[config.mk]
export PLATFORM = sky130hd
export DESIGN_NAME = uart_tx_feeder
export DESIGN_NICKNAME = d
export VERILOG_FILES = /design/src/rtl/uart_tx_feeder.sv
export SDC_FILE = /design/constraint.sdc
export NUM_CORES = 1
export LEC_CHECK = 0
export CORE_ASPECT_RATIO = 0.75
export CORE_MARGIN = 1
export CORE_UTILIZATION = 64
export DETAILED_ROUTE_END_ITERATION = 10
export PLACE_DENSITY = 0.85
export SLEW_MARGIN = 10
export SYNTH_ARGS = -nofsm -noshare
export SYNTH_HDL_FRONTEND = slang
export SYNTH_SLANG_ARGS = --single-unit
[constraint.sdc]
create_clock -name clk -period 8.9 [get_ports clk]
set_input_delay 2.225 -clock clk [delete_from_list [all_inputs] [get_ports clk]]
set_output_delay 2.225 -clock clk [all_outputs]
set_load 0.02 [all_outputs]
[src/rtl/uart_tx_feeder.sv]
// Byte FIFO feeding a UART transmitter: pops one byte per frame, pulses tx_start,
// and waits for tx_done before offering the next byte.
//
// state     | meaning
// ----------+-------------------------------------------------------------
// IDLE      | no frame in flight; pops the head when FIFO non-empty and TX idle
// SEND      | tx_start high for this single cycle
// WAIT_DONE | frame in flight, tx_data held until tx_done
module uart_tx_feeder #(
  parameter int DATA_WIDTH = 8,
  parameter int FIFO_DEPTH = 16,
  parameter int ADDR_WIDTH = $clog2(FIFO_DEPTH)
) (
  input  logic                  clk,
  input  logic                  rstn,
  input  logic                  wr_en,
  input  logic [DATA_WIDTH-1:0] wr_data,
  input  logic                  flush,
  output logic                  full,
  output logic                  empty,
  output logic [ADDR_WIDTH:0]   level,
  output logic                  overflow,
  output logic                  tx_start,
  output logic [DATA_WIDTH-1:0] tx_data,
  input  logic                  tx_busy,
  input  logic                  tx_done
);

  typedef enum logic [1:0] {IDLE, SEND, WAIT_DONE} state_t;

  state_t                state;
  logic [DATA_WIDTH-1:0] mem [FIFO_DEPTH];
  logic [ADDR_WIDTH:0]   wr_ptr;
  logic [ADDR_WIDTH:0]   rd_ptr;
  logic [ADDR_WIDTH:0]   wr_ptr_nxt;
  logic [ADDR_WIDTH:0]   rd_ptr_nxt;
  logic [ADDR_WIDTH:0]   level_nxt;
  logic                  pop;
  logic                  push;

  // A pop frees a slot on the same edge, so a full FIFO still accepts a write then.
  assign pop  = (state == IDLE) && !empty && !tx_busy && !flush;
  assign push = wr_en && !flush && (!full || pop);

  always_comb begin
    wr_ptr_nxt = wr_ptr + (ADDR_WIDTH+1)'(push);
    rd_ptr_nxt = flush ? wr_ptr : rd_ptr + (ADDR_WIDTH+1)'(pop);
    level_nxt  = wr_ptr_nxt - rd_ptr_nxt;
  end

  always_ff @(posedge clk) begin
    if (push) mem[wr_ptr[ADDR_WIDTH-1:0]] <= wr_data;
  end

  always_ff @(posedge clk or negedge rstn) begin
    if (!rstn) begin
      wr_ptr   <= '0;
      rd_ptr   <= '0;
      level    <= '0;
      full     <= 1'b0;
      empty    <= 1'b1;
      overflow <= 1'b0;
    end else begin
      wr_ptr   <= wr_ptr_nxt;
      rd_ptr   <= rd_ptr_nxt;
      level    <= level_nxt;
      full     <= (level_nxt == (ADDR_WIDTH+1)'(FIFO_DEPTH));
      empty    <= (level_nxt == '0);
      overflow <= wr_en && !flush && full && !pop;
    end
  end

  always_ff @(posedge clk or negedge rstn) begin
    if (!rstn) begin
      state    <= IDLE;
      tx_start <= 1'b0;
      tx_data  <= '0;
    end else begin
      case (state)
        IDLE: begin
          if (pop) begin
            tx_data  <= mem[rd_ptr[ADDR_WIDTH-1:0]];
            tx_start <= 1'b1;
            state    <= SEND;
          end
        end
        SEND: begin
          tx_start <= 1'b0;
          state    <= WAIT_DONE;
        end
        WAIT_DONE: begin
          if (tx_done) state <= IDLE;
        end
        default: begin
          tx_start <= 1'b0;
          state    <= IDLE;
        end
      endcase
    end
  end

endmodule

==> flow_metrics.py, run 1 <==
metrics = {
    "timing": {
        "period_needed_ns": 6.00,
        "rsz0062_at_grt": "no",
        "fin_crit_sh_pct": 67.4,
        "drv_slew": 0,
        "setup_tns_ns": 0,
        "fmax_ghz": 0.167,
        "finClkSkew_ns": 0.0116,
        "finalHoldViolCount": 0,
        "setup_viol": 0,
        "slew_headroom_pct": 24.2,
        "tightest_slew_ns": 1.14,
    },
    "critical_path": {
        "crit_path_end_kind": "flop",
        "crit_chain": "clkdlybuf4s50_1 > nor3_1 > nand2_1 > a21oi_2 > ha_1 > inv_1 > ha_1 > inv_1 > fa_1 > a21bo_2 > o2111ai_1 > a41oi_2 > xor3_2 > nor4b_2",
        "slowest_delay_ns": 0.60,
        "cp-endpoint": "empty",
        "crit_type": "primary input to flop",
        "cp_slowest_cell": "clkdlybuf4s50_1",
        "crit_path_max_fanout": 21,
        "crit_path_start_kind": "primary input",
        "startpoint": "flush",
        "r2r-end": "empty",
        "r2r_start": "state[0]",
        "worstPathArrival_ns": 6.32,
        "rrSetupSlack_ns": 5.02,
        "reg2reg_depth": 13,
        "cp.required_ns": 9.22,
    },
    "floorplanning": {
        "start_util_pct": 67.6,
        "boundaryPins": 31,
        "num_rows": 30,
        "fp.coreArea_mm2": 0.00927,
        "dieArea_mm2": 0.0102,
        "fp.dieW_um": 116,
        "fp.dieH_um": 87.7,
    },
    "power_and_ir_drop": {
        "finalPower_mw": 2.49,
        "p_leak_nw": 2.53,
        "ir_drop_mv": 0.231,
        "powerDensity_mw_per_mm2": 343,
    },
    "detailed_routing": {
        "dr_total_vias": 3282,
        "drc": 0,
        "drt-wirelength-per-cell_um": 25.0,
        "drtIter0Drc": 388,
        "wl_mm": 12.9,
        "vias_per_cell": 6.37,
        "first_pass_iters": 5,
        "antenna_left": 0,
    },
    "flow_run": {
        "cap_violations": 0,
    },
    "synthesis": {
        "yosys.area_share.adder_pct": 1.72,
        "syn-num-nets": 358,
        "syn-instance-count": 336,
        "synthMuxAreaShare_pct": 12.2,
        "yosysWarnings": 0,
        "synth-simple-area-share_pct": 4.45,
        "synth_ff_type": "edfxtp_1",
        "synth_compound_area_share_pct": 4.55,
        "ys_ff_latch": 157,
        "synth_area_per_cell_um2": 18.6,
        "syn_area_mm2": 0.00627,
        "ys_seq_area_share_pct": 72.9,
        "synth_cell_types": 41,
        "synthArstFlopShare_pct": 18.5,
        "synth_edf_count": 128,
        "synth_top_family_by_area": "multiplexers",
        "yosys.area_share.xor_xnor_pct": 1.94,
    },
    "global_route": {
        "grt_use_met2_pct": 43.1,
        "overflow": 0,
        "antenna_found_initial": 0,
        "use_met3_pct": 10.0,
        "grt-busiest-layer": "met2",
        "grt_pass1_vias": 3304,
        "grt_use_total_pct": 28.7,
        "grt_max_degree": 35,
        "grt_pass1_wl_mm": 19.5,
        "met1_usage_pct": 40.4,
    },
    "clocking": {
        "clk_pin_slew_ns": 0.06,
        "clock_latency_ns": 0.41,
        "cts_buffers": 17,
        "cts_tree": "done",
        "post-cts-setup-buffer-count": 0,
        "clockBufferDepth": 2,
        "cts_sinks": 157,
        "ctsRootBufferMaster": "clkbuf_16",
        "ctsResizeCount": 0,
        "cts_max_level": 4,
        "ctsHoldBuffers": 0,
    },
    "hold_path": {
        "worstHoldPathType": "flop to flop",
    },
    "placement": {
        "dp_hpwl_mm": 8.11,
        "gp_congestion": 0.870,
        "io_buffers": 30,
        "dp.cells": 483,
    },
    "final_layout": {
        "syn2layout_area_growth_pct": 16.2,
        "fin_util_pct": 78.5,
        "insertedDiodeCount": 0,
        "nNetsFinal": 396,
        "final_cell_count_no_fill": 515,
        "drive_gt1_share_pct": 19.4,
    },
    "run_status": {
        "status": "finished clean",
    },
}
## cell usage after synthesis (4+ instances only)
cell	number	area share (%)
xor2_1	6	0.84
nor2_1	20	1.2
ha_1	7	1.4
clkbuf_1	7	0.42
inv_1	11	0.66
xnor2_1	5	0.70
a221oi_1	9	1.3
nand2_1	16	0.96
nand2b_1	4	0.40
buf_4	4	0.48
nand3_1	4	0.32
a22o_1	8	1.1
mux4_2	32	12
nor3_1	5	0.40
dfrtp_1	28	11
o21ai_1	8	0.64
edfxtp_1	128	61
## metrics by stage
| stage | instance area (µm²) | hold WS (ns) | worst slack (ns) |
|---|---|---|---|
| 5_1_grt | 7280 | 0.519 | 2.57 |
| 6_report | 7280 | 0.501 | 2.90 |
| 2_1_floorplan | 6270 | 0.450 | 3.78 |
| 4_1_cts | 7280 | 0.498 | 2.90 |
| 3_5_place_dp | 6680 | 0.484 | 2.53 |
| 3_3_place_gp | 6680 | 0.469 | 2.80 |
## state kept, by name, indices dropped and copies added, names as in the netlist
signal,flops
tx_data,8
tx_start,1
overflow,1
wr_ptr,5
state,2
full,1
level,5
empty,1
rd_ptr,5
mem,128
## layout by cell type, fill, tap and decap left out, drive strengths merged, types with 2 or more instances in the layout
cell           count
nor3               5
ha                 7
clkinv             4
a21oi              4
buf                6
clkdlybuf4s50     30
mux2i              2
nand3              4
inv               12
dfrtp             28
clkbuf            21
mux4              32
nand2b             4
nand3b             2
xor2               6
mux2               2
a221oi             9
bufinv             4
xnor2              5
clkinvlp           2
a22o               8
nand2             16
edfxtp           128
nor2              20
o21ai             11
## where the power goes
group	total (mW)	switching (mW)	internal (mW)
sequential	0.995	0.110	0.885
combinational	0.761	0.395	0.366
clock	0.739	0.271	0.468
total	2.49	0.776	1.72
## worst min-delay path by stage
stage	from	end	slack, ns	cells after the start
floorplan	state[1]	state[1]	0.45	1
global placement	state[1]	state[1]	0.47	1
detailed placement	tx_data[4]	tx_data[4]	0.48	2
CTS	state[1]	state[1]	0.50	1
global route	state[1]	state[1]	0.52	1
finish	state[1]	state[1]	0.50	1
## cell families (layout without fill, tap and decap cells)
family / count (synthesis) / after routing
DFF: 157 / 157
muxes: 36 / 36
adders and majority gates: 8 / 8
and+or+nand+nor: 57 / 57
AOI/OAI and AO/OA: 38 / 38
xor gates and xnor gates: 12 / 12
buffers and inverters: 28 / 79
## critical path, delay by kind of cell
family	cells	cell delay, ns
AOI/OAI and AO/OA	4	1.04
xor gates and xnor gates	1	0.39
adders and majority gates	3	0.95
buffers and inverters	3	0.72
and+or+nand+nor	3	0.98
## metal layers
layer	routed length (µm)	part of all wire [%]
met4	181	1.4
met3	1050	8.1
met5	0	0
met2	6140	48
met1	5490	43
## final cells by class
cell class,instances,area [µm²]
clock buffers,21,440
clock inverters,11,166
fillers,512,1990
inverters,11,41.3
multi-input cells,151,1560
flip-flops and latches,157,4570
well taps,128,160
repair buffers,36,345
No activity file was read; power rests on OpenSTA's default activity.
==> inputs of run 2 (changes only) <==
- CORE_UTILIZATION: 64 -> 54
- PLACE_DENSITY: 0.85 -> 0.77
- clock period: 8.9 -> 5.5 ns (I/O delays scaled with it)
==> run 2 against run 1 <==
Global-route usage down 5.2 points. Critical endpoint unchanged. Non-clock buffer count up 3. Largest power group unchanged. Highest routed layer unchanged. Worst hold slack worse by 0.0020 ns.
==> flow_metrics.py, run 2 (same netlist as run 1, synthesis figures left out) <==
metrics = {
    "global_route": {
        "grt_max_degree": 33,
        "grt_use_total_pct": 23.6,
        "overflow": 0,
        "grt_pass1_vias": 3303,
        "antenna_found_initial": 0,
        "grt_pass1_wl_mm": 19.4,
    },
    "clocking": {
        "post-cts-setup-buffer-count": 0,
        "cts_tree": "done",
        "cts_max_level": 4,
        "cts_buffers": 17,
        "cts_sinks": 157,
        "clock_latency_ns": 0.42,
        "ctsHoldBuffers": 0,
        "clockBufferDepth": 2,
        "clk_pin_slew_ns": 0.06,
        "ctsResizeCount": 0,
        "ctsRootBufferMaster": "clkbuf_16",
    },
    "critical_path": {
        "crit_path_max_fanout": 10,
        "crit_path_start_kind": "primary input",
        "crit_chain": "clkdlybuf4s50_1 > buf_4 > nor3_1 > nand2_1 > a21oi_2 > ha_1 > inv_1 > ha_1 > inv_1 > fa_1 > a21bo_2 > o2111ai_1 > a41oi_2 > xor3_2 > nor4b_2",
        "slowest_delay_ns": 0.49,
        "crit_path_end_kind": "flop",
        "r2r_start": "state[0]",
        "crit_type": "primary input to flop",
        "cp_slowest_cell": "fa_1",
        "worstPathArrival_ns": 4.84,
        "cp.required_ns": 5.83,
        "startpoint": "flush",
    },
    "timing": {
        "slew_headroom_pct": 40.4,
        "fin_crit_sh_pct": 82.0,
        "finalHoldViolCount": 0,
        "hold_ws_ns": 0.499,
        "rsz0062_at_grt": "no",
        "finClkSkew_ns": 0.0146,
        "tightest_slew_ns": 0.890,
        "setup_tns_ns": 0,
        "setup_viol": 0,
        "fmax_ghz": 0.222,
        "drv_slew": 0,
        "period_needed_ns": 4.51,
    },
    "floorplanning": {
        "fp.dieH_um": 95.3,
        "start_util_pct": 56.4,
        "num_rows": 33,
        "fp.dieW_um": 126,
        "dieArea_mm2": 0.0120,
        "boundaryPins": 31,
        "fp.coreArea_mm2": 0.0111,
    },
    "hold_path": {
        "hold_start": "tx_data[2]",
        "worstHoldPathType": "flop to flop",
    },
    "run_status": {
        "status": "finished clean",
    },
    "detailed_routing": {
        "wl_mm": 12.5,
        "drc": 0,
        "drt-wirelength-per-cell_um": 23.6,
        "antenna_left": 0,
        "dr_total_vias": 3205,
        "vias_per_cell": 6.05,
        "first_pass_iters": 4,
        "drtIter0Drc": 338,
    },
    "placement": {
        "gp_congestion": 0.828,
        "dp_hpwl_mm": 8.03,
        "io_buffers": 30,
        "dp.cells": 498,
    },
    "power_and_ir_drop": {
        "powerDensity_mw_per_mm2": 549,
        "ir_drop_mv": 0.319,
        "p_leak_nw": 2.56,
        "finalPower_mw": 4.02,
    },
    "final_layout": {
        "nNetsFinal": 399,
        "syn2layout_area_growth_pct": 17.0,
        "final_cell_mix": "edfxtp_1 (128), mux4_2 (32), clkdlybuf4s50_1 (30), dfrtp_1 (27), nor2_1 (20)",
        "drive_gt1_share_pct": 20.8,
        "largest_reg_flops": 128,
        "final_cell_count_no_fill": 530,
        "fin_util_pct": 66.0,
        "insertedDiodeCount": 0,
        "final_common_cell": "edfxtp_1",
    },
    "flow_run": {
        "cap_violations": 0,
    },
}
[run 2: cell types whose count changed in the layout (fill, tap and decap cells not counted), moves of 2 or more]
cell	before	now
buf_4	6	9
bufinv_16	4	2
clkbuf_1	4	2
clkbuf_16	17	19
clkbuf_8	0	2
clkinvlp_4	2	0
inv_4	0	2
[run 2: worst max-delay path: cells and delay by family]
kind | cells | cell delay (ns)
AO/OA/AOI/OAI | 4 | 0.87
AND/OR/NAND/NOR | 3 | 0.59
buffers and inverters | 4 | 0.67
adder cells (fa/ha/maj) | 3 | 0.92
XOR/XNOR | 1 | 0.39
[run 2: cell type report]
type | count | area (µm²)
Sequential cell | 157 | 4570
Fill cell | 730 | 3780
Multi-Input combinational cell | 151 | 1560
Clock buffer | 23 | 510
Timing Repair Buffer | 39 | 368
Tap cell | 140 | 175
Clock inverter | 9 | 105
Inverter | 11 | 41.3
[run 2: routing by layer]
metal  GRT usage (%)  wire length [µm]  share of wire (%)  up-vias
li1                -                 -                  -     1410
met1            33.6              5810                 46     1657
met2            34.3              5630                 45      124
met3            6.62               865                6.9       14
met4            10.5               180                1.4        0
met5               0                 0                  0        -
[run 2: report_power, final]
group / switching (mW) / internal, mW / total [mW]
Combinational: 0.696 / 0.597 / 1.29
Sequential: 0.101 / 1.43 / 1.53
Clock: 0.448 / 0.746 / 1.19
[run 2: path summary, 6_finish.rpt]
check / endpoint / slack [ns] / cells past startpoint
max: empty / 0.99 / 15
min in group asynchronous: level[1] / 1.35 / 2
max reg2reg: empty / 2.13 / 13
min: tx_data[2] / 0.50 / 2
max in group asynchronous: empty / 3.83 / 2
min reg2reg: tx_data[2] / 0.50 / 2
[run 2: per-stage QoR]
step,setup WS [ns],area (µm²)
floorplan,1.23,6270
global placement,0.715,6710
detailed placement,0.568,6710
CTS,1.01,7330
global route,0.792,7330
finish,0.990,7330
==> inputs of run 3 (changes only) <==
- clock period: 5.5 -> 3.8 ns (I/O delays scaled with it)
==> run 3 against run 2 <==
Global-route usage grew 0.33 points. Register-to-register slack worse by 1.4 ns. Sequential share of layout area fell by 1.4 points. Non-clock buffer count up 21. Worst hold slack got worse by 0.0062 ns. Combinational power up 51%. Cell area up 2.3%. Power grew 46%. Cell count increased by 4.0%. Sequential cell count unchanged.
==> flow_metrics.py, run 3 (same netlist as run 1, synthesis figures left out) <==
metrics = {
    "critical_path": {
        "crit_type": "primary input to flop",
        "cp-endpoint": "empty",
        "rrSetupSlack_ns": 0.75,
        "r2r_start": "empty",
        "cp_slowest_cell": "clkdlybuf4s50_1",
        "crit_chain": "clkdlybuf4s50_1 > nor3_2 > nand2_1 > a21oi_2 > ha_1 > inv_1 > ha_1 > inv_1 > fa_2 > a21bo_2 > o2111ai_1 > a41oi_2 > xor3_2 > nor4b_2",
        "slowest_delay_ns": 0.44,
        "crit_path_end_kind": "flop",
        "cp.required_ns": 4.12,
        "crit_path_max_fanout": 4,
        "reg2reg_depth": 12,
        "worstPathArrival_ns": 3.92,
        "r2r-end": "empty",
        "startpoint": "flush",
        "crit_path_start_kind": "primary input",
    },
    "global_route": {
        "antenna_found_initial": 0,
        "grt_use_total_pct": 23.9,
        "grt_pass1_vias": 3368,
        "grt_max_degree": 34,
        "grt_pass1_wl_mm": 19.7,
        "overflow": 0,
    },
    "detailed_routing": {
        "wl_mm": 12.7,
        "dr_total_vias": 3303,
        "antenna_left": 0,
        "vias_per_cell": 5.99,
        "drt-wirelength-per-cell_um": 23.1,
        "first_pass_iters": 4,
        "drc": 0,
        "drtIter0Drc": 314,
    },
    "floorplanning": {
        "fp.dieW_um": 126,
        "start_util_pct": 56.4,
        "fp.coreArea_mm2": 0.0111,
        "fp.dieH_um": 95.3,
        "num_rows": 33,
        "dieArea_mm2": 0.0120,
        "boundaryPins": 31,
    },
    "final_layout": {
        "fin_util_pct": 67.5,
        "fin_area_mm2": 0.00750,
        "drive_gt1_share_pct": 24.6,
        "insertedDiodeCount": 0,
        "final_cell_mix": "edfxtp_1 (128), mux4_2 (32), clkdlybuf4s50_1 (30), buf_4 (30), dfrtp_1 (27)",
        "nNetsFinal": 420,
        "final_cell_count_no_fill": 551,
        "final_common_cell": "edfxtp_1",
        "largest_reg_flops": 128,
        "syn2layout_area_growth_pct": 19.6,
    },
    "timing": {
        "setup_tns_ns": 0,
        "tightest_slew_ns": 0.709,
        "finalHoldViolCount": 0,
        "rsz0062_at_grt": "no",
        "slew_headroom_pct": 52.8,
        "drv_slew": 0,
        "finClkSkew_ns": 0.00837,
        "period_needed_ns": 3.60,
        "setup_viol": 0,
        "fin_crit_sh_pct": 94.7,
        "fmax_ghz": 0.278,
    },
    "power_and_ir_drop": {
        "finalPower_mw": 5.86,
        "ir_drop_mv": 0.437,
        "powerDensity_mw_per_mm2": 782,
        "p_leak_nw": 2.66,
    },
    "placement": {
        "io_buffers": 30,
        "dp.cells": 519,
        "dp_hpwl_mm": 8.39,
        "gp_congestion": 0.795,
        "dpl-instance-area_mm2": 0.00687,
    },
    "flow_run": {
        "cap_violations": 0,
    },
    "clocking": {
        "cts_max_level": 4,
        "clockBufferDepth": 2,
        "cts_sinks": 157,
        "clock_latency_ns": 0.42,
        "ctsRootBufferMaster": "clkbuf_16",
        "ctsHoldBuffers": 0,
        "cts_tree": "done",
        "cts_buffers": 17,
        "clk_pin_slew_ns": 0.06,
        "post-cts-setup-buffer-count": 0,
    },
    "hold_path": {
        "worstHoldPathType": "flop to flop",
        "hold_start": "tx_data[5]",
    },
    "run_status": {
        "status": "finished clean",
    },
}
run 3: cell count changes in the layout (fill, tap and decap cells not counted):
cell       before  now
buf_4           9   30
bufinv_16       2    0
clkbuf_1        2    6
clkbuf_16      19   22
clkinv_2        3    2
clkinv_4        2    0
fa_1            1    0
fa_2            0    1
inv_4           2    0
nor3_1          5    4
nor3_2          0    1
xor2_1          6    5
xor2_2          0    1
run 3: through the flow:
step                worst slack (ns)  hold slack (ns)
detailed placement            -0.331            0.485
global placement              -0.220            0.475
global route                  0.0190            0.525
CTS                           0.0488            0.499
finish                         0.200            0.493
floorplan                     0.0353            0.450
run 3: worst min-delay path by stage:
stage	endpoint	slack (ns)	depth (start not counted)
after detailed placement	wr_ptr[4]	0.48	1
final	tx_data[5]	0.49	2
after floorplan	state[1]	0.45	1
after global placement	tx_data[5]	0.48	2
after global routing	tx_data[6]	0.52	2
after CTS	tx_data[0]	0.50	2
run 3: metal layers:
metal / vias up / routed length (µm) / GRT usage [%]
met4: 0 / 103 / 7.73
li1: 1444 / - / -
met3: 8 / 1020 / 6.68
met2: 152 / 5990 / 36.2
met5: - / 0 / 0
met1: 1699 / 5620 / 34.0
run 3: cell type report:
type	count	area (µm²)
fillers	686	3610
flip-flops and latches	157	4570
repair buffers	60	526
clock inverters	2	10.0
well taps	140	175
multi-input cells	151	1570
clock buffers	30	601
inverters	11	41.3
run 3: timing repair:
action,CTS,global route
setup endpoints to repair,0,2
endpoints found under the hold margin,0,0
gates resized for setup,0,3
run 3: where the power goes:
part	switching (mW)	leakage, nW	internal (mW)
Sequential	0.153	1.51	2.07
Clock	0.624	0.300	1.07
Combinational	1.02	0.851	0.921
run 3: critical path, delay by kind of cell:
| kind | cells | cell delay, ns |
|---|---|---|
| adders and majority gates | 3 | 0.78 |
| AOI/OAI and AO/OA | 4 | 0.72 |
| and+or+nand+nor | 3 | 0.58 |
| buffers and inverters | 3 | 0.57 |
| xor gates and xnor gates | 1 | 0.31 |
